--- config.mk ---
export PLATFORM = sky130hd
export DESIGN_NAME = pir_display_driver
export DESIGN_NICKNAME = d
export VERILOG_FILES = /design/src/rtl/pir_display_driver.sv
export SDC_FILE = /design/constraint.sdc
export NUM_CORES = 1
export LEC_CHECK = 0
export BUFFER_PORTS_ARGS = -buffer_cell sky130_fd_sc_hd__buf_2
export CELL_PAD_IN_SITES_DETAIL_PLACEMENT = 0
export CELL_PAD_IN_SITES_GLOBAL_PLACEMENT = 1
export CORE_ASPECT_RATIO = 1.5
export CORE_MARGIN = 10
export CORE_UTILIZATION = 51
export DETAILED_ROUTE_END_ITERATION = 8
export GPL_TIMING_DRIVEN = 0
export HOLD_SLACK_MARGIN = 0.08
export PLACE_DENSITY_LB_ADDON = 0.1
export RECOVER_POWER = 50
export REMOVE_ABC_BUFFERS = 1
export SLEW_MARGIN = 0
export SYNTH_ARGS = -nofsm -noshare
export SYNTH_HDL_FRONTEND = slang
export SYNTH_SLANG_ARGS = --single-unit
--- constraint.sdc ---
create_clock -name clk -period 5.2 [get_ports clk]
set_input_delay 0.26 -clock clk [delete_from_list [all_inputs] [get_ports clk]]
set_output_delay 0.26 -clock clk [all_outputs]
set_load 0.05 [all_outputs]
--- src/rtl/pir_display_driver.sv ---
// pir_display_driver: snapshots the PIR status word, converts the peak reading to BCD
// with a serial double-dabble FSM and scans five active-low seven-segment digits.
module pir_display_driver #(
  parameter int SCAN_DIV  = 4,
  parameter int BLINK_DIV = 50
) (
  input  logic        clk,
  input  logic        rst_n,
  input  logic [20:0] display_data,
  input  logic        buzzer,
  output logic [6:0]  seg_n,
  output logic [4:0]  an_n,
  output logic        dp_n,
  output logic        bcd_busy
);
  localparam int SW = (SCAN_DIV  > 1) ? $clog2(SCAN_DIV)  : 1;
  localparam int BW = (BLINK_DIV > 1) ? $clog2(BLINK_DIV) : 1;
  localparam logic [SW-1:0] SCAN_LAST  = SW'(SCAN_DIV - 1);
  localparam logic [BW-1:0] BLINK_LAST = BW'(BLINK_DIV - 1);
  localparam logic [6:0]    SEG_BLANK  = 7'h7F;

  typedef enum logic [1:0] {IDLE, SHIFT, LOAD} state_t;
  state_t state, state_next;

  logic [15:0]   snap;
  logic [7:0]    bin_sr;
  logic [9:0]    bcd_sr, bcd_adj;
  logic [2:0]    bit_cnt;
  logic [3:0]    disp_cnt, disp_id, disp_t, disp_o;
  logic [1:0]    disp_h;
  logic          changed;
  logic [SW-1:0] pre, pre_next;
  logic [2:0]    idx, idx_next;
  logic [BW-1:0] blink_cnt;
  logic          blink;
  logic [6:0]    digit_seg;
  logic [4:0]    unused_bits;

  assign unused_bits = display_data[20:16];
  assign dp_n        = 1'b1;
  assign changed     = (display_data[15:0] != snap);

  function automatic logic [6:0] seg7(input logic [3:0] d);
    case (d)
      4'd0:    seg7 = 7'h40;
      4'd1:    seg7 = 7'h79;
      4'd2:    seg7 = 7'h24;
      4'd3:    seg7 = 7'h30;
      4'd4:    seg7 = 7'h19;
      4'd5:    seg7 = 7'h12;
      4'd6:    seg7 = 7'h02;
      4'd7:    seg7 = 7'h78;
      4'd8:    seg7 = 7'h00;
      4'd9:    seg7 = 7'h10;
      default: seg7 = 7'h06;
    endcase
  endfunction

  always_ff @(posedge clk or negedge rst_n) begin
    if (!rst_n) state <= IDLE;
    else        state <= state_next;
  end

  always_comb begin
    state_next = state;
    case (state)
      IDLE:    if (changed) state_next = SHIFT;
      SHIFT:   if (bit_cnt == 3'd7) state_next = LOAD;
      LOAD:    state_next = IDLE;
      default: state_next = IDLE;
    endcase
  end

  // Hundreds only ever reaches 2, so only the tens and ones nibbles need the +3 correction
  always_comb begin
    bcd_adj = bcd_sr;
    if (bcd_sr[3:0] >= 4'd5) bcd_adj[3:0] = bcd_sr[3:0] + 4'd3;
    if (bcd_sr[7:4] >= 4'd5) bcd_adj[7:4] = bcd_sr[7:4] + 4'd3;
  end

  always_ff @(posedge clk or negedge rst_n) begin
    if (!rst_n) begin
      snap     <= '0;
      bin_sr   <= '0;
      bcd_sr   <= '0;
      bit_cnt  <= '0;
      bcd_busy <= 1'b0;
      disp_cnt <= '0;
      disp_id  <= '0;
      disp_h   <= '0;
      disp_t   <= '0;
      disp_o   <= '0;
    end else begin
      case (state)
        IDLE: if (changed) begin
          snap     <= display_data[15:0];
          bin_sr   <= display_data[11:4];
          bcd_sr   <= '0;
          bit_cnt  <= '0;
          bcd_busy <= 1'b1;
        end
        SHIFT: begin
          bcd_sr  <= {bcd_adj[8:0], bin_sr[7]};
          bin_sr  <= {bin_sr[6:0], 1'b0};
          bit_cnt <= bit_cnt + 3'd1;
        end
        LOAD: begin
          disp_cnt <= snap[3:0];
          disp_id  <= snap[15:12];
          disp_h   <= bcd_sr[9:8];
          disp_t   <= bcd_sr[7:4];
          disp_o   <= bcd_sr[3:0];
          bcd_busy <= 1'b0;
        end
        default: ;
      endcase
    end
  end

  always_comb begin
    pre_next = pre + SW'(1);
    idx_next = idx;
    if (pre == SCAN_LAST) begin
      pre_next = '0;
      idx_next = (idx == 3'd4) ? 3'd0 : idx + 3'd1;
    end
  end

  // Leading-zero suppression on the peak: tens is blank only when hundreds is blank too
  always_comb begin
    digit_seg = SEG_BLANK;
    case (idx_next)
      3'd0:    digit_seg = seg7(disp_cnt);
      3'd1:    digit_seg = seg7(disp_id);
      3'd2:    if (disp_h != 2'd0) digit_seg = seg7({2'b00, disp_h});
      3'd3:    if (disp_h != 2'd0 || disp_t != 4'd0) digit_seg = seg7(disp_t);
      3'd4:    digit_seg = seg7(disp_o);
      default: digit_seg = SEG_BLANK;
    endcase
  end

  always_ff @(posedge clk or negedge rst_n) begin
    if (!rst_n) begin
      blink_cnt <= '0;
      blink     <= 1'b0;
    end else if (!buzzer) begin
      blink_cnt <= '0;
      blink     <= 1'b0;
    end else if (blink_cnt == BLINK_LAST) begin
      blink_cnt <= '0;
      blink     <= ~blink;
    end else begin
      blink_cnt <= blink_cnt + BW'(1);
    end
  end

  // Segments use the blink flag as it stood before this edge, so clearing buzzer
  // restores normal segments one edge later
  always_ff @(posedge clk or negedge rst_n) begin
    if (!rst_n) begin
      pre   <= '0;
      idx   <= '0;
      an_n  <= 5'h1F;
      seg_n <= SEG_BLANK;
    end else begin
      pre   <= pre_next;
      idx   <= idx_next;
      an_n  <= ~(5'd1 << idx_next);
      seg_n <= blink ? SEG_BLANK : digit_seg;
    end
  end
endmodule
==> impl_results.md <==
- Compound-cell area share of the yosys netlist: ~14%
- XOR/XNOR Fraction of Synth Area: 4.906%
- DIE AREA: about 13000 sq um
- Initial Utilization: around 53%
- Gr usage total: 14.88%
- H-tree Lvls: 3
- Die X: between 90 and 100 microns
- DRT Pass-1 Iters: 4
- Synth Flop Type: dfrtp_1
- Post-synth cell types: between 50 and 60
- Number of enable flip-flop cells after synthesis: 0
- Maximum VDD drop: about 0.00029 V
- CTS buffer count: 9
- Slowest cell on crit path: nor3b_2
- Max clock buf depth: 2
- Via count: approximately 3.2k
- Final setup TNS: 0 ns
- Final setup viols: 0
- Synth Warn #: 0
- Post-CTS setup buffers: 0
- Largest net degree at the start of global routing: 57
- Reg clk slew, reported paths: 0.06 ns
- Most used cell, CP: buf_6
- Final hold vios: 0
- Core area: around 8500 sq um
- Type of the worst min-delay path: in -> reg
- Worst Setup SP: snap[1]$_DFFE_PN0P_
- Slew headroom: 2.737%
- Register area share after synthesis: 46.31%
- Root buf cell: clkbuf_16
- Port bufs: 31
- Global-route wire length before repair: ~15000 microns
- Largest family of logic cells by synthesized area: compound AO/OA/AOI/OAI gates
- Critical Path AT: around 2.6 ns
- Initial antenna violation count: 0
- Io pins: 38
- Max-slew violations: 0
- DR vias/cell: approximately 5.5
- Vias in the first global route: approximately 3.3k
- Crit end category: flop
- Initial DRC count: 105
- Final worst path period need: roughly 2.4 ns
- Fraction of registers with async set/reset: 100.0%
- HP Start: buzzer
- Syn-to-layout area delta: 12.56%
- TritonCTS clock tree: done
- CP required: 5.42 ns
- # rows: just over 40
- Worst r2r path cells: 7
- RSZ-0062 raised after global routing: no
- F_max: 416.6 MHz
- CTS Sinks: about 80
- Pleak: between 2 and 2.5 nW
- Syn Inst Count: 437
- Clk_skew: approximately 0.0066 ns
- Fin nets: 524
- Die H: between 100 and 150 microns
- Simple-gate share of the synthesized area: between 10% and 20%
- Final core area utilization: between 50% and 60%
- Cell Chain, Critical Path: xor2_1 -> nor4_1 -> nand4_1 -> nor3b_2 -> buf_6 -> buf_6 -> mux2_2
- Mux cell area share after synthesis: under 10%
- Fraction of layout cells with a size suffix above 1: about a fifth
- Post-synthesis register bit count: roughly 80
- Final cycle utilization of the critical path: between 40% and 50%
- Final hold slack: approximately 0.18 ns
- Post-CTS Hold Fix Bufs: 1
- RR Startpoint: snap[1]$_DFFE_PN0P_
- Type of origin of the critical path: flop
- Dpl hpwl: around 6600 microns
- Outcome: complete, no violations
- Hold Path Depth: 2
- R2R Setup Slk: about 2.8 ns
- Antenna Cells: 0
- Congestion Overflow GR: 0
- Crit path largest cell delay: ~0.67 ns
- DRC errors left: 0
- Clk_lat worst skew: 0.34 ns
- Post-cts sizing count: 0
- Mean Syn Cell Area: slightly above 10 sq um
- Antenna viol nets, final: 0
- Max-cap violations: 0
- Highest fanout seen on the critical path: 14
- CP Class: reg -> reg
- Least-Margin Pin Slew: 1.459 ns
- Cell area after synthesis: 4463 sq um
- Routability cong.: 0.8095
- Hold endpoint: blink$_DFFE_PN0P_
- Final WL: just under 9000 microns
- DR WL/cell: roughly 15 microns
- Post-synthesis adder-cell area fraction: about a tenth
- Reg-to-reg endpoint: snap[0]$_DFFE_PN0P_
- Pwr Density: 546.6 nW/um^2
==> state kept, by name (all words and copies together), names as in the netlist, 2 cells and up <==
signal	flops
an_n	5
bcd_sr	10
bin_sr	8
bit_cnt	3
blink_cnt	6
disp_cnt	4
disp_h	2
disp_id	4
disp_o	4
disp_t	4
idx	3
pre	2
seg_n	7
snap	16
state	2
==> worst max-delay path, delay by kind of cell, from the launching register on <==
kind,cells,cell delay [ns]
xor+xnor,1,0.17
flops,1,0.40
mux,1,0.35
simple gates,3,0.91
buf+inv,2,0.45
==> routing by layer <==
metal | routed length (microns) | GRT usage, % | share of wire, %
met1 | 3720 | 17.29 | 42
met3 | 349 | 3.718 | 3.9
met2 | 4608 | 24.94 | 52
met5 | 0 | 0 | 0
met4 | 232 | 6.483 | 2.6
==> layout by cell type, fill, tap and decap left out, types with 3 or more instances in the layout <==
cell       instances
a211oi_1           3
a21oi_1           22
a221o_1            8
a31oi_1            3
and2_1             8
buf_2             29
clkbuf_16          9
clkinv_2           4
dfrtp_1           70
dfstp_2           12
ha_1              34
inv_1             27
mux2_2            29
mux2i_1            4
nand2_1           40
nand2b_1           6
nand3_1            6
nand4_1            4
nor2_1            29
nor2b_1            4
nor4_1             4
o21ai_0           37
o22ai_1            7
o32ai_1            3
or3_1              5
xnor2_1            5
xor2_1            20
==> area by class of cell <==
cell class                      instances  area (sq um)
Fill cell                             779          3441
Multi-Input combinational cell        310          2210
Sequential cell                        82          2067
Timing Repair Buffer                   36         227.7
Clock buffer                            9         225.2
Tap cell                              107         133.9
Inverter                               27         101.3
Clock inverter                          6         58.81
==> cells in the mapped netlist, drive strengths merged, types with 4 or more instances <==
cell type / instances / area [sq um]
buf: 6 / 45.04
clkbuf: 12 / 45.04
o22ai: 7 / 43.79
a21oi: 23 / 118.9
mux2: 29 / 326.6
nor2b: 4 / 25.02
nand2b: 6 / 37.54
o21ai: 38 / 190.2
xor2: 20 / 175.2
and2: 9 / 56.30
dfstp: 12 / 315.3
a221o: 8 / 80.08
nand4: 4 / 25.02
nor4: 4 / 25.02
mux2i: 4 / 40.04
xnor2: 5 / 43.79
ha: 34 / 425.4
nand2: 40 / 150.1
or3: 5 / 31.28
inv: 27 / 101.4
nand3: 6 / 30.03
dfrtp: 70 / 1752
nor2: 29 / 108.9
==> worst max path at each step <==
stage	end
2_1_floorplan	snap[0]$_DFFE_PN0P_
6_report	snap[0]$_DFFE_PN0P_
5_1_grt	snap[5]$_DFFE_PN0P_
3_5_place_dp	snap[0]$_DFFE_PN0P_
4_1_cts	snap[0]$_DFFE_PN0P_
3_3_place_gp	bit_cnt[2]$_DFFE_PN0P_
==> report_power, final <==
part	internal [mW]	switching, mW
clock network	0.366	0.243
registers	0.869	0.235
logic	0.470	0.562
==> logic make-up (layout without fill, tap and decap cells) <==
group | Yosys count | count (layout)
and+or+nand+nor | 116 | 116
DFF | 82 | 82
adders and majority gates | 34 | 34
xor gates and xnor gates | 25 | 25
other | 1 | 1
AOI/OAI and AO/OA | 101 | 101
muxes | 33 | 33
buffers and inverters | 45 | 78
==> through the flow <==
stage               total power, mW  setup slack [ns]  cells  instance area, sq um
floorplan                     1.864             1.619    419                  4373
global placement              2.106            0.1778    557                  4662
detailed placement            2.154             2.720    561                  4737
CTS                           2.776             2.741    577                  5031
global route                  2.984             2.576    577                  5024
finish                        2.746             2.799    577                  5024
Power figures use the tool's default switching activity.
